===== src/rtl/mult_pkg.sv =====
// Shared types and defaults for the multiplier output packer.
package mult_pkg;

  localparam int unsigned WORD_W_DEF = 8;
  localparam int unsigned CNT_W_DEF  = 16;
  localparam int unsigned LEN_W_DEF  = $clog2(WORD_W_DEF + 1);

  typedef struct packed {
    logic [WORD_W_DEF-1:0] word;
    logic [LEN_W_DEF-1:0]  len;
    logic [LEN_W_DEF-1:0]  ones;
  } pack_entry_t;

  typedef enum logic [1:0] {
    ST_IDLE,
    ST_FILL,
    ST_FLUSH_WAIT
  } pack_state_t;

endpackage


===== src/rtl/mult_out_packer_if.sv =====
// Bit-input / packed-word-output bus of the multiplier output packer.
interface mult_out_packer_if
  import mult_pkg::*;
#(
  parameter int unsigned WORD_W = WORD_W_DEF,
  parameter int unsigned CNT_W  = CNT_W_DEF
);
  localparam int unsigned LEN_W = $clog2(WORD_W + 1);

  logic              in_valid;
  logic              in_bit;
  logic              in_ready;
  logic              flush;
  logic              out_valid;
  logic              out_ready;
  logic [WORD_W-1:0] out_word;
  logic [LEN_W-1:0]  out_len;
  logic [LEN_W-1:0]  out_ones;
  logic [CNT_W-1:0]  total_ones;
  logic              total_sat;

  modport master (
    output in_valid, in_bit, flush, out_ready,
    input  in_ready, out_valid, out_word, out_len, out_ones, total_ones, total_sat
  );

  modport slave (
    input  in_valid, in_bit, flush, out_ready,
    output in_ready, out_valid, out_word, out_len, out_ones, total_ones, total_sat
  );
endinterface


===== src/rtl/mult_out_packer_fifo.sv =====
// Two-entry registered FIFO; entry 0 is the head and feeds the outputs directly.
module pack_fifo2
  import mult_pkg::*;
#(
  parameter type T = pack_entry_t
) (
  input  logic clk,
  input  logic rst,
  input  logic push,
  input  logic pop,
  input  T     din,
  output T     head,
  output logic valid,
  output logic full,
  output logic empty
);
  T           e1;
  logic [1:0] cnt, cnt_next;

  always_comb begin
    cnt_next = cnt;
    if (push && !pop)      cnt_next = cnt + 2'd1;
    else if (!push && pop) cnt_next = cnt - 2'd1;
  end

  // e1 is kept zero whenever it is not occupied, so shifting it into the head clears it
  always_ff @(posedge clk) begin
    if (rst) begin
      head  <= '0;
      e1    <= '0;
      cnt   <= 2'd0;
      valid <= 1'b0;
      full  <= 1'b0;
      empty <= 1'b1;
    end else begin
      if (pop) begin
        head <= (push && cnt == 2'd1) ? din : e1;
        e1   <= (push && cnt == 2'd2) ? din : '0;
      end else if (push) begin
        if (cnt == 2'd0) head <= din;
        else             e1   <= din;
      end
      cnt   <= cnt_next;
      valid <= (cnt_next != 2'd0);
      full  <= (cnt_next == 2'd2);
      empty <= (cnt_next == 2'd0);
    end
  end
endmodule


===== src/rtl/mult_out_packer.sv =====
// Packs the multiplier's serial product bits LSB-first into words with length and popcount.
module mult_out_packer
  import mult_pkg::*;
#(
  parameter int unsigned WORD_W = WORD_W_DEF,
  parameter int unsigned CNT_W  = CNT_W_DEF
) (
  input logic              clk,
  input logic              rst,
  mult_out_packer_if.slave bus
);
  localparam int unsigned      LEN_W   = $clog2(WORD_W + 1);
  localparam logic [CNT_W-1:0] CNT_MAX = '1;

  typedef struct packed {
    logic [WORD_W-1:0] word;
    logic [LEN_W-1:0]  len;
    logic [LEN_W-1:0]  ones;
  } entry_t;

  pack_state_t       state, state_next;
  logic [WORD_W-1:0] shift, shift_acc, shift_next;
  logic [LEN_W-1:0]  idx, idx_acc, idx_next;
  logic [LEN_W-1:0]  ones, ones_acc, ones_next;
  logic              accept, word_done, pend, pop, slot, push, in_ready_next;
  logic              fifo_valid, fifo_full, fifo_empty;
  entry_t            push_entry, head;

  assign accept = bus.in_valid & bus.in_ready;
  assign pop    = bus.out_ready & ~fifo_empty;

  // Next-state and push decision; a pending flush only survives while the queue is full
  always_comb begin
    shift_acc     = shift;
    idx_acc       = idx;
    ones_acc      = ones;
    if (accept) begin
      shift_acc = shift | (WORD_W'(bus.in_bit) << idx);
      idx_acc   = idx + LEN_W'(1);
      ones_acc  = ones + LEN_W'(bus.in_bit);
    end
    word_done     = accept && (idx_acc == LEN_W'(WORD_W));
    pend          = (state == ST_FLUSH_WAIT) || bus.flush;
    slot          = !fifo_full || pop;
    push          = word_done || (pend && (idx_acc != '0) && slot);
    push_entry.word = shift_acc;
    push_entry.len  = idx_acc;
    push_entry.ones = ones_acc;
    shift_next    = push ? '0 : shift_acc;
    idx_next      = push ? '0 : idx_acc;
    ones_next     = push ? '0 : ones_acc;
    in_ready_next = !(fifo_full && !pop);
    state_next    = ST_IDLE;
    if (pend && !push && (idx_acc != '0)) state_next = ST_FLUSH_WAIT;
    else if (idx_next != '0)              state_next = ST_FILL;
  end

  always_ff @(posedge clk) begin
    if (rst) state <= ST_IDLE;
    else     state <= state_next;
  end

  always_ff @(posedge clk) begin
    if (rst) begin
      shift          <= '0;
      idx            <= '0;
      ones           <= '0;
      bus.in_ready   <= 1'b1;
      bus.total_ones <= '0;
      bus.total_sat  <= 1'b0;
    end else begin
      shift        <= shift_next;
      idx          <= idx_next;
      ones         <= ones_next;
      bus.in_ready <= in_ready_next;
      if (accept && bus.in_bit && (bus.total_ones != CNT_MAX)) begin
        bus.total_ones <= bus.total_ones + CNT_W'(1);
        if (bus.total_ones == CNT_MAX - CNT_W'(1)) bus.total_sat <= 1'b1;
      end
    end
  end

  pack_fifo2 #(.T(entry_t)) u_fifo (
    .clk   (clk),
    .rst   (rst),
    .push  (push),
    .pop   (pop),
    .din   (push_entry),
    .head  (head),
    .valid (fifo_valid),
    .full  (fifo_full),
    .empty (fifo_empty)
  );

  assign bus.out_valid = fifo_valid;
  assign bus.out_word  = head.word;
  assign bus.out_len   = head.len;
  assign bus.out_ones  = head.ones;
endmodule


===== src/flat_wrapper.sv =====
// flat-port wrapper written by rule: the top's interface ports become plain ports
module mult_out_packer_flat import mult_pkg::*;
#(
  parameter int unsigned WORD_W = WORD_W_DEF,
  parameter int unsigned CNT_W  = CNT_W_DEF
)
  (clk, rst, bus_in_valid, bus_in_bit, bus_flush, bus_out_ready, bus_in_ready, bus_out_valid, bus_out_word, bus_out_len, bus_out_ones, bus_total_ones, bus_total_sat);
  mult_out_packer_if #(.WORD_W(WORD_W), .CNT_W(CNT_W)) bus_i ();
  input logic clk;
  input logic rst;
  input wire logic [$bits(bus_i.in_valid)-1:0] bus_in_valid;
  input wire logic [$bits(bus_i.in_bit)-1:0] bus_in_bit;
  input wire logic [$bits(bus_i.flush)-1:0] bus_flush;
  input wire logic [$bits(bus_i.out_ready)-1:0] bus_out_ready;
  output wire logic [$bits(bus_i.in_ready)-1:0] bus_in_ready;
  output wire logic [$bits(bus_i.out_valid)-1:0] bus_out_valid;
  output wire logic [$bits(bus_i.out_word)-1:0] bus_out_word;
  output wire logic [$bits(bus_i.out_len)-1:0] bus_out_len;
  output wire logic [$bits(bus_i.out_ones)-1:0] bus_out_ones;
  output wire logic [$bits(bus_i.total_ones)-1:0] bus_total_ones;
  output wire logic [$bits(bus_i.total_sat)-1:0] bus_total_sat;
  assign bus_i.in_valid = bus_in_valid;
  assign bus_i.in_bit = bus_in_bit;
  assign bus_i.flush = bus_flush;
  assign bus_i.out_ready = bus_out_ready;
  assign bus_in_ready = bus_i.in_ready;
  assign bus_out_valid = bus_i.out_valid;
  assign bus_out_word = bus_i.out_word;
  assign bus_out_len = bus_i.out_len;
  assign bus_out_ones = bus_i.out_ones;
  assign bus_total_ones = bus_i.total_ones;
  assign bus_total_sat = bus_i.total_sat;
  mult_out_packer #(.WORD_W(WORD_W), .CNT_W(CNT_W)) u_core (.clk(clk), .rst(rst), .bus(bus_i));
endmodule

===== config.mk =====
export PLATFORM = sky130hd
export DESIGN_NAME = mult_out_packer_flat
export DESIGN_NICKNAME = d
export VERILOG_FILES = /design/src/rtl/mult_pkg.sv /design/src/rtl/mult_out_packer_if.sv /design/src/rtl/mult_out_packer_fifo.sv /design/src/rtl/mult_out_packer.sv /design/src/flat_wrapper.sv
export SDC_FILE = /design/constraint.sdc
export NUM_CORES = 1
export LEC_CHECK = 0
export BUFFER_PORTS_ARGS = -buffer_cell sky130_fd_sc_hd__buf_2
export CORE_UTILIZATION = 45
export DETAILED_ROUTE_END_ITERATION = 6
export HOLD_SLACK_MARGIN = 0.12
export PLACE_DENSITY = 0.65
export SKIP_LAST_GASP = 1
export SLEW_MARGIN = 20
export SYNTH_ARGS = -nofsm -noshare
export SYNTH_HDL_FRONTEND = slang
export SYNTH_SLANG_ARGS = --single-unit

===== constraint.sdc =====
create_clock -name clk -period 3.4 [get_ports clk]
set_input_delay 0 -clock clk [delete_from_list [all_inputs] [get_ports clk]]
set_output_delay 0 -clock clk [all_outputs]
set_load 0.02 [all_outputs]

Word level (Yosys, flattened, before mapping)
Cells that the tools add are included.
Widths: inputs -> output; s select.
{"block": "word_totals", "ff_bits": 73, "input_bits": 6, "out_inout_bits": 35, "word_cells": 83}
{"block": "op_classes", "n_addsub": 5, "eq_ne": 8, "shift": 1, "n_mux": 16, "bitwise_logic": 4, "reduce_logical": 31}
{"operator": "$mux 16", "n": 8}
{"operator": "$add 16x1->16 const B", "n": 1}
{"operator": "$eq 16x16->1 const B", "n": 1}
{"operator": "$ne 16x16->1 const B", "n": 1}
{"operator": "$logic_and 1x1->1", "n": 12}
{"operator": "$mux 4", "n": 3}
{"operator": "$mux 8", "n": 1}
{"operator": "$or 8x8->8", "n": 1}
{"operator": "$reduce_bool 4->1", "n": 2}
{"operator": "$shl 1x4->8", "n": 1}
{"operator": "$eq 2x2->1 const B", "n": 3}
{"operator": "$mux 2", "n": 3}
{"operator": "$reduce_and 2->1", "n": 3}
{"operator": "$reduce_bool 2->1", "n": 3}
{"operator": "$add 4x1->4", "n": 1}
{"operator": "$add 4x1->4 const B", "n": 1}
{"operator": "$eq 4x4->1 const B", "n": 1}
{"operator": "$logic_not 1->1", "n": 4}
{"operator": "$logic_not 2->1", "n": 2}
{"operator": "$reduce_or 2->1", "n": 2}
{"operator": "$logic_or 1x1->1", "n": 3}
{"operator": "$add 2x1->2 const B", "n": 1}
{"operator": "$and 1x1->1", "n": 2}
{"operator": "$eq 2x1->1 const B", "n": 1}
{"operator": "other kinds (4)", "n": 4}

Longest topological paths before layout
Gate-level depths: netlist of the first run.
{"block": "logic_depth", "ltp_word": 11, "depth_mapped": 9, "ltp_nobuf": 7}

Modules after synthesis
Synthesis of the first run repeated with hierarchy kept, for this count alone.
{"block": "hier_totals", "cells_unflattened": 410, "area_unflattened_um2": 3741.1}
{"mod": "pack_fifo2", "n_inst": 1, "cells_each": 200, "area_each_um2": 1904.3, "seq_area_each_um2": 740.7}
{"mod": "mult_out_packer", "n_inst": 1, "cells_each": 210, "area_each_um2": 1836.8, "seq_area_each_um2": 720.7}

Least setup slack after synthesis of the first run
Ideal clock, no wire load.
{"block": "synth_timing", "kind": "register -> register", "from": "register u_core.bus.in_ready", "to": "register u_core.u_fifo.e1[11] (netlist bit)", "setup_ps": 70, "arrival_ps": 2295, "required_time_ps": 3330, "path_slack_ps": 1035, "path_stages_with_launch": 9, "path_buffers": 2, "synth_period_minus_slack_ps": 2365, "path_cell_list": "dfxtp_1 -> nand2_1 -> or3_4 -> a211oi_4 -> nor2_2 -> or3_1 -> buf_2 -> buf_6 -> o2bb2ai_2"}
{"block": "synth_between", "elab_chain_cells": 9, "elab_cells_between_ends": 16, "classes_between": "eq/ne: 1; mux: 6; bitwise: 1; reduce/logical: 8"}
{"element": "start: declaration", "line_no": "mult_out_packer_if.sv:29", "text": "output in_ready, out_valid, out_word, out_len, out_ones, total_ones, total_sat"}
{"element": "start signal: assignment", "line_no": "mult_out_packer.sv:75", "text": "bus.in_ready <= in_ready_next;"}
{"element": "$and 1x1->1 (*)", "line_no": "mult_out_packer.sv:29", "text": "assign accept = bus.in_valid & bus.in_ready;"}
{"element": "$mux 4", "line_no": "mult_out_packer.sv:37", "text": "if (accept) begin"}
{"element": "$reduce_bool 4->1", "line_no": "mult_out_packer.sv:45", "text": "push = word_done || (pend && (idx_acc != '0) && slot);"}
{"element": "$logic_and 1x1->1 (2 in a row)", "line_no": "mult_out_packer.sv:45"}
{"element": "$logic_or 1x1->1", "line_no": "mult_out_packer.sv:45"}
{"element": "$logic_and 1x1->1", "line_no": "mult_out_packer_fifo.sv:38", "text": "e1 <= (push && cnt == 2'd2) ? din : '0;"}
{"element": "$mux 16", "line_no": "mult_out_packer_fifo.sv:38"}
{"element": "$mux 16", "line_no": "mult_out_packer_fifo.sv:36", "text": "if (pop) begin"}
{"element": "end signal: assignment", "line_no": "mult_out_packer_fifo.sv:38"}
{"element": "end signal: assignment", "line_no": "mult_out_packer_fifo.sv:41", "text": "else e1 <= din;"}
{"element": "end: declaration", "line_no": "mult_out_packer_fifo.sv:17", "text": "T e1;"}
Every way passes the cells marked *; elsewhere a longest branch is shown, timed or not. The select of a mux whose other input is x is not followed.
A chain may end at the register's enable or synchronous reset.

Worst setup path after layout of the first run
{"block": "layout_timing", "from": "register u_core.idx[0]", "to": "register u_core.u_fifo.e1[13] (netlist bit)"}
{"block": "layout_between", "elab_chain_cells": 9, "elab_cells_between_ends": 18, "classes_between": "add/sub: 1; eq/ne: 1; shift: 1; mux: 6; bitwise: 1; reduce/logical: 8"}
{"element": "start: declaration", "line_no": "mult_out_packer.sv:23", "text": "logic [LEN_W-1:0] idx, idx_acc, idx_next;"}
{"element": "start signal: assignment", "line_no": "mult_out_packer.sv:73", "text": "idx <= idx_next;"}
{"element": "$add 4x1->4", "line_no": "mult_out_packer.sv:39", "text": "idx_acc = idx + LEN_W'(1);"}
{"element": "$mux 4", "line_no": "mult_out_packer.sv:37"}
{"element": "$reduce_bool 4->1", "line_no": "mult_out_packer.sv:45"}
{"element": "$logic_and 1x1->1 (2 in a row)", "line_no": "mult_out_packer.sv:45"}
{"element": "$logic_or 1x1->1", "line_no": "mult_out_packer.sv:45"}
{"element": "$logic_and 1x1->1", "line_no": "mult_out_packer_fifo.sv:38"}
{"element": "$mux 16", "line_no": "mult_out_packer_fifo.sv:38"}
{"element": "$mux 16", "line_no": "mult_out_packer_fifo.sv:36"}
Several ways; a longest one is shown, not always the timed one. The select of a mux whose other input is x is not followed.

==> flow_summary_export.csv, run 1 <==
group,metric,value,unit
finish,nFillCells,672,
yosys,ys_seq_area_share,44.3,%
setup_path,crit_cells,7,
global_route,grt_pass1_wl,12500,um
yosys,synthArstFlopShare,0,%
setup_path,rr_worst_depth,7,
yosys,synth_compound_gate_area_share,21.6,%
yosys,yosys_warnings,0,
route,wl_met1,3440,um
yosys,synthesis.nets,372,
setup_path,startpoint,"u_core.idx[0]",
yosys,yosys.area_share.xor_xnor,5.31,%
clock_network,numCtsBuffers,9,
place,gp_congestion,0.834,
setup_path,cp-start-kind,"flip-flop",
clock_network,htreeDepth,3,
sta,rsz0062_at_grt,"false",
route,drt-initial-drc-count,134,
sta,finalSetupViolations,0,
route,drc,0,
setup_path,crit_fanout,16,
sta,slew_headroom,45.9,%
yosys,yosys.area_share.simple,17.6,%
power,peakVddDrop,0.216,mV
yosys,synth-seq-cells,73,
global_route,grt-ovfl-total,0,
floorplan,die_height,87.6,um
sta,fin_crit_sh,85.4,%
route,first_pass_iters,4,
floorplan,rows,30,
clock_network,clock_latency,0.36,ns
route,final_antenna_net_count,0,
route,wl_met3,292,um
run_status,status,"completed",
floorplan,design.core.area,6940,um2
power,p_per_area,582,nW/um2
clock_network,numClockSinks,73,
setup_path,crit_end,"u_core.u_fifo.e1[13]",
yosys,synth_cell_type_count,50,
finish,area_growth,15.1,%
min_path,min_path_type,"in2reg",
setup_path,path_class,"reg2reg",
clock_network,ctsResizeCount,0,
yosys,synthMuxAreaShare,3.07,%
floorplan,io_pins,41,
setup_path,crit_path_max_incr_delay,0.73,ns
yosys,syn-cell-area,3300,um2
sta,whs,0.127,ns
place,hpwl,5150,um
route,num_vias,2722,
sta,fin_worst_skew,0.0170,ns
route,dr_wl_met2,3500,um
sta,clock.fmax,344,MHz
setup_path,worstPathCellList,"ha_1 > xor2_1 > or3_4 > a211oi_4 > nor2_2 > or3_1 > o2bb2ai_2",
global_route,grt_max_degree,34,
setup_path,end_kind,"flip-flop",
sta,layout_min_cycle_time,2.91,ns
route,routed_wl,7380,um
route,via_per_inst,5.45,
min_path,hp-start,"bus_in_bit",
yosys,synth_top_family_by_area,"compound AO/OA/AOI/OAI gates",
setup_path,arrival,3.18,ns
power,p_leak,1.55,nW
place,dp_slack,0.566,ns
setup_path,crit_slowest_cell,"or3_1",
route,wire_per_inst,14.8,um
sta,fin_ws,0.495,ns
route,highest-signal-layer,"met4",
yosys,syn_area_per_cell,9.22,um2
yosys,ys.flop_type,"dfxtp_1",
sta,maxSlewViolCount,0,
clock_network,clkTransAtPathRegs,0.08,ns
yosys,postSynthCellCount,358,
setup_path,critPathTopFamily,"simple AND/OR/NAND/NOR gates",
global_route,track_usage,21.0,%
setup_path,cp_num_buf_inv,0,
clock_network,cts_root_buf,"clkbuf_8",
setup_path,crit_required,3.67,ns
floorplan,die_w,87.6,um
setup_path,reg2reg_slack,0.49,ns
floorplan,dieArea,7680,um2
yosys,synth_fa_ha_area_share,3.34,%
sta,worstMarginPinSlew,0.811,ns
clock_network,cts_tree,"done",
sta,hold_violations,0,
setup_path,timing.rr.start,"u_core.idx[0]",
finish,drive_gt1_share,20.1,%
clock_network,clockBufferDepth,2,
global_route,antenna_found_initial,0,
clock_network,postCtsSetupBuffers,0,
finish,num_antenna_cells,0,
power,fin_total_pwr,2.21,mW
job,maxCapViolCount,0,
global_route,grt_pass1_vias,2643,
yosys,synth-edff-count,0,
finish,fin_nets,412,
sta,fin_setup_tns,0,ns
setup_path,r2r_end,"u_core.u_fifo.e1[13]",
floorplan,start_util,47.5,%
place,port_buffers,40,
## flip-flops by register name, indices dropped and copies added, names as in the netlist
signal                 count
u_core.bus.total_ones     16
u_core.u_fifo.e1          16
u_core.u_fifo.head        16
u_core.shift               8
u_core.idx                 4
u_core.ones                4
u_core.state               2
u_core.u_fifo.cnt          2
u_core.bus.in_ready        1
u_core.bus.total_sat       1
u_core.u_fifo.empty        1
u_core.u_fifo.full         1
u_core.u_fifo.valid        1
## cells by family (layout without fill, tap and decap cells)
family / Yosys count / in the layout
and+or+nand+nor: 123 / 123
AOI/OAI and AO/OA: 87 / 87
DFF: 73 / 73
buffers and inverters: 36 / 81
xor gates and xnor gates: 20 / 20
muxes: 10 / 10
adders and majority gates: 9 / 9
## synth_stat cells, drive strengths merged, types with 9 or more instances
| cell type | n | area (um2) |
|---|---|---|
| dfxtp | 73 | 1460 |
| nand3 | 18 | 90.1 |
| o2bb2ai | 17 | 211 |
| xor2 | 12 | 105 |
| a31oi | 12 | 75.1 |
| a21oi | 20 | 100 |
| buf | 9 | 56.3 |
| nor2 | 39 | 149 |
| inv | 15 | 56.3 |
| a32oi | 10 | 87.6 |
| clkbuf | 12 | 45.0 |
| nand2 | 30 | 113 |
| mux2i | 9 | 90.1 |
## tightest hold or removal path, stage by stage
cell	delay [ns]
buf_2	0.10
ha_1	0.12
mux2i_1	0.11
nor2_1	0.10
## area by class of cell
class                           instances  area (um2)  area share [%]
Clock buffer                            9         124            3.26
Clock inverter                          7        76.3            2.01
Inverter                               15        56.3            1.48
Multi-Input combinational cell        249        1680            44.3
Sequential cell                        73        1460            38.5
Tap cell                               96         120            3.16
Timing Repair Buffer                   50         280            7.38
## worst min-delay path by stage
| stage | endpoint | slack [ns] | depth (start not counted) |
|---|---|---|---|
| after global placement | u_core.state[0] | 0.20 | 2 |
| after CTS | u_core.ones[0] | 0.12 | 4 |
| after floorplan | u_core.state[0] | 0.08 | 1 |
| final | u_core.ones[0] | 0.13 | 4 |
| after detailed placement | u_core.state[0] | 0.20 | 2 |
| after global routing | u_core.ones[0] | 0.18 | 4 |
## stage by stage
stage	instances	util (%)	area [um2]
finish	499	54.7	3800
global route	499	54.7	3800
CTS	499	54.7	3800
detailed placement	481	51.5	3580
global placement	481	51.5	3580
floorplan	358	-	3300
## layout by cell type (no fill, tap or decap), drive strengths merged, types with 9 or more instances in the layout
| cell | instances |
|---|---|
| a21oi | 20 |
| a31oi | 12 |
| a32oi | 10 |
| buf | 48 |
| clkbuf | 9 |
| dfxtp | 73 |
| inv | 17 |
| mux2i | 9 |
| nand2 | 30 |
| nand3 | 18 |
| nor2 | 39 |
| o2bb2ai | 17 |
| xor2 | 12 |
## where the power goes
group / internal [mW] / switching [mW]
clock: 0.344 / 0.349
sequential: 0.911 / 0.0507
combinational: 0.191 / 0.366
## metal layers
layer	GRT usage, %	up-vias
li1	-	1369
met1	27.4	1276
met2	33.9	64
met3	4.24	13
met4	8.79	0
met5	0	-
## what timing repair did
action                                  CTS  global route
endpoints found under the setup margin    0             0
hold endpoints to repair                  6             0
hold buffers                              2             0
(Power assumes the default switching activity.)
==> run 2: changes to the inputs <==
--- a/config.mk
+++ b/config.mk
@@ -14,4 +14,5 @@
 export SLEW_MARGIN = 20
 export SYNTH_ARGS = -nofsm -noshare
 export SYNTH_HDL_FRONTEND = slang
+export SYNTH_HIERARCHICAL = 1
 export SYNTH_SLANG_ARGS = --single-unit
==> flow_summary_export.csv, run 2 <==
group,metric,value,unit
run_status,status,"completed",
sta,slew_headroom,41.8,%
clock_network,clkTransAtPathRegs,0.08,ns
yosys,yosysTopAreaCellShare,39.1,%
yosys,synthTopCellsByCount,"73 x dfxtp_1, 43 x a21oi_1, 35 x a211oi_1",
floorplan,design.core.area,7890,um2
clock_network,clockBufferDepth,2,
sta,hold_violations,0,
yosys,syn_area_per_cell,9.12,um2
yosys,synth_cell_type_count,54,
setup_path,end_kind,"flip-flop",
floorplan,dieArea,8680,um2
clock_network,cts_root_buf,"clkbuf_8",
route,drt-initial-drc-count,161,
yosys,syn-cell-area,3740,um2
clock_network,clock_latency,0.35,ns
setup_path,path_class,"reg2reg",
setup_path,crit_slowest_cell,"nand2_1",
route,drc,0,
power,p_int,1.66,mW
clock_network,postCtsSetupBuffers,0,
global_route,grt_pass1_vias,3086,
power,switchingPower,1.02,mW
setup_path,startpoint,"u_core/idx[0]",
yosys,synth-edff-count,0,
power,p_clk_share,28.3,%
power,combPwrFrac,33.7,%
clock_network,htreeDepth,3,
yosys,post-synth-top-count-cell,"dfxtp_1",
setup_path,arrival,3.24,ns
yosys,synthTopCellsByArea,"dfxtp_1 39%, a211oi_1 7.0%, a21oi_1 5.8%",
sta,worstMarginPinSlew,0.873,ns
power,p_sw_share,38.0,%
yosys,synth-seq-cells,73,
finish,drive_gt1_share,18.3,%
setup_path,cp_num_buf_inv,0,
floorplan,die_height,93.2,um
sta,fin_worst_skew,0.00941,ns
place,dp_slack,0.472,ns
power,p_leak,1.73,nW
global_route,grt-ovfl-total,0,
place,hpwl,5770,um
route,wire_per_inst,16.5,um
global_route,track_usage,22.2,%
route,num_vias,3295,
finish,fin_cells,545,
yosys,ys.flop_type,"dfxtp_1",
setup_path,crit_required,3.63,ns
setup_path,timing.rr.start,"u_core/idx[0]",
place,placed_cells,527,
min_path,hp-start,"bus_in_valid",
yosys,synthMuxAreaShare,5.82,%
setup_path,cpMostUsedCell,"a211oi_1",
power,peakVddDrop,0.198,mV
power,fin_total_pwr,2.68,mW
clock_network,ctsResizeCount,0,
floorplan,start_util,47.4,%
place,gp_congestion,0.764,
clock_network,cts_tree,"done",
yosys,yosys.area_share.xor_xnor,1.84,%
setup_path,crit_fanout,16,
setup_path,crit_path_max_incr_delay,0.55,ns
global_route,grt_pass1_wl,15200,um
floorplan,rows,32,
yosys,yosys_warnings,6,
yosys,synth_top_family_by_area,"compound AO/OA/AOI/OAI gates",
floorplan,die_w,93.2,um
power,p_per_area,639,nW/um2
finish,final_common_cell,"dfxtp_1",
finish,area_growth,12.2,%
finish,fin_nets,452,
min_path,min_path_type,"in2reg",
finish,num_antenna_cells,0,
job,maxCapViolCount,0,
yosys,yosysTopAreaCell,"dfxtp_1",
yosys,synthesis.nets,424,
route,final_antenna_net_count,0,
sta,finalSetupViolations,0,
finish,largestRegisters,"u_core/bus.total_ones (16), u_core/u_fifo/e1 (16), u_core/u_fifo/head (16)",
setup_path,critPathTopFamily,"compound AO/OA/AOI/OAI gates",
floorplan,io_pins,41,
clock_network,numCtsBuffers,9,
yosys,synth_fa_ha_area_share,2.68,%
place,port_buffers,40,
sta,clock.fmax,332,MHz
sta,layout_min_cycle_time,3.01,ns
yosys,ys_seq_area_share,39.1,%
setup_path,cp-start-kind,"flip-flop",
route,first_pass_iters,4,
global_route,antenna_found_initial,0,
sta,fin_ws,0.388,ns
route,routed_wl,8970,um
yosys,synthArstFlopShare,0,%
global_route,grt_max_degree,50,
sta,fin_setup_tns,0,ns
finish,final_cell_mix,"73 x dfxtp_1, 43 x a21oi_1, 40 x buf_2, 35 x a211oi_1, 21 x nand4_1",
yosys,postSynthCellCount,410,
sta,fin_crit_sh,88.6,%
yosys,yosys.area_share.simple,19.5,%
sta,maxSlewViolCount,0,
yosys,synth_compound_gate_area_share,24.0,%
power,power_frac_seq,38.0,%
clock_network,numClockSinks,73,
setup_path,worstPathCellList,"ha_1 > nand3_1 > xor2_1 > and4_1 > a21o_1 > nand2_1 > a211oi_1 > a211oi_1",
route,via_per_inst,6.05,
sta,rsz0062_at_grt,"false",
run 2: area by class of cell:
cell class / instances / area, um2
clock inverter: 5 / 78.8
tap: 102 / 128
clock buffer: 11 / 141
multi-input combinational: 281 / 2010
fill: 739 / 3690
inverter: 21 / 78.8
sequential: 73 / 1460
timing repair buffer: 52 / 295
run 2: cell families after synthesis:
kind of cell             after synthesis
AND/OR/NAND/NOR                      116
AO/OA/AOI/OAI                        129
multiplexers                          21
flip-flops                            73
buffers and inverters                 56
adder cells (fa/ha/maj)                8
XOR/XNOR                               7
run 2: power by group through the flow:
stage,sequential (mW),combinational (mW),clock (mW)
6_report,1.02,0.903,0.759
5_1_grt,1.03,0.998,0.817
4_1_cts,1.02,0.901,0.774
3_5_place_dp,1.04,0.894,0
3_3_place_gp,1.03,0.883,0
2_1_floorplan,1.09,0.643,0
run 2: path summary, 6_finish.rpt:
kind	to	slack, ns	cells after the start
worst min-delay path	u_core/ones[2]	0.22	5
worst max register to register	u_core/u_fifo/head[8]	0.39	8
worst max-delay path	u_core/u_fifo/head[8]	0.39	8
worst min register to register	u_core/bus.in_ready	0.46	1
run 2: metrics by stage:
step | cell area (um2) | utilization [%] | hold slack (ns)
floorplan | 3740 | - | 0.190
CTS | 4200 | 53.2 | 0.208
global route | 4200 | 53.2 | 0.250
global placement | 3960 | 50.2 | 0.318
detailed placement | 3960 | 50.2 | 0.323
finish | 4200 | 53.2 | 0.218
run 2: repair_timing:
action / CTS / global route
endpoints found under the hold margin: 3 / 0
endpoints found under the setup margin: 0 / 0
hold buffers: 2 / 0
run 2: worst min-delay path, delay by kind of cell:
| kind | cells | cell delay (ns) |
|---|---|---|
| AOI/OAI and AO/OA | 1 | 0.05 |
| xor gates and xnor gates | 1 | 0.13 |
| buffers and inverters | 1 | 0.14 |
| and+or+nand+nor | 2 | 0.20 |
run 2: routing by layer:
metal | vias to the layer above | GRT usage (%) | routed length (um)
li1 | 1627 | - | -
met5 | - | 0 | 0
met2 | 76 | 34.3 | 4270
met4 | 0 | 10.0 | 191
met1 | 1578 | 30.5 | 4160
met3 | 14 | 3.41 | 349
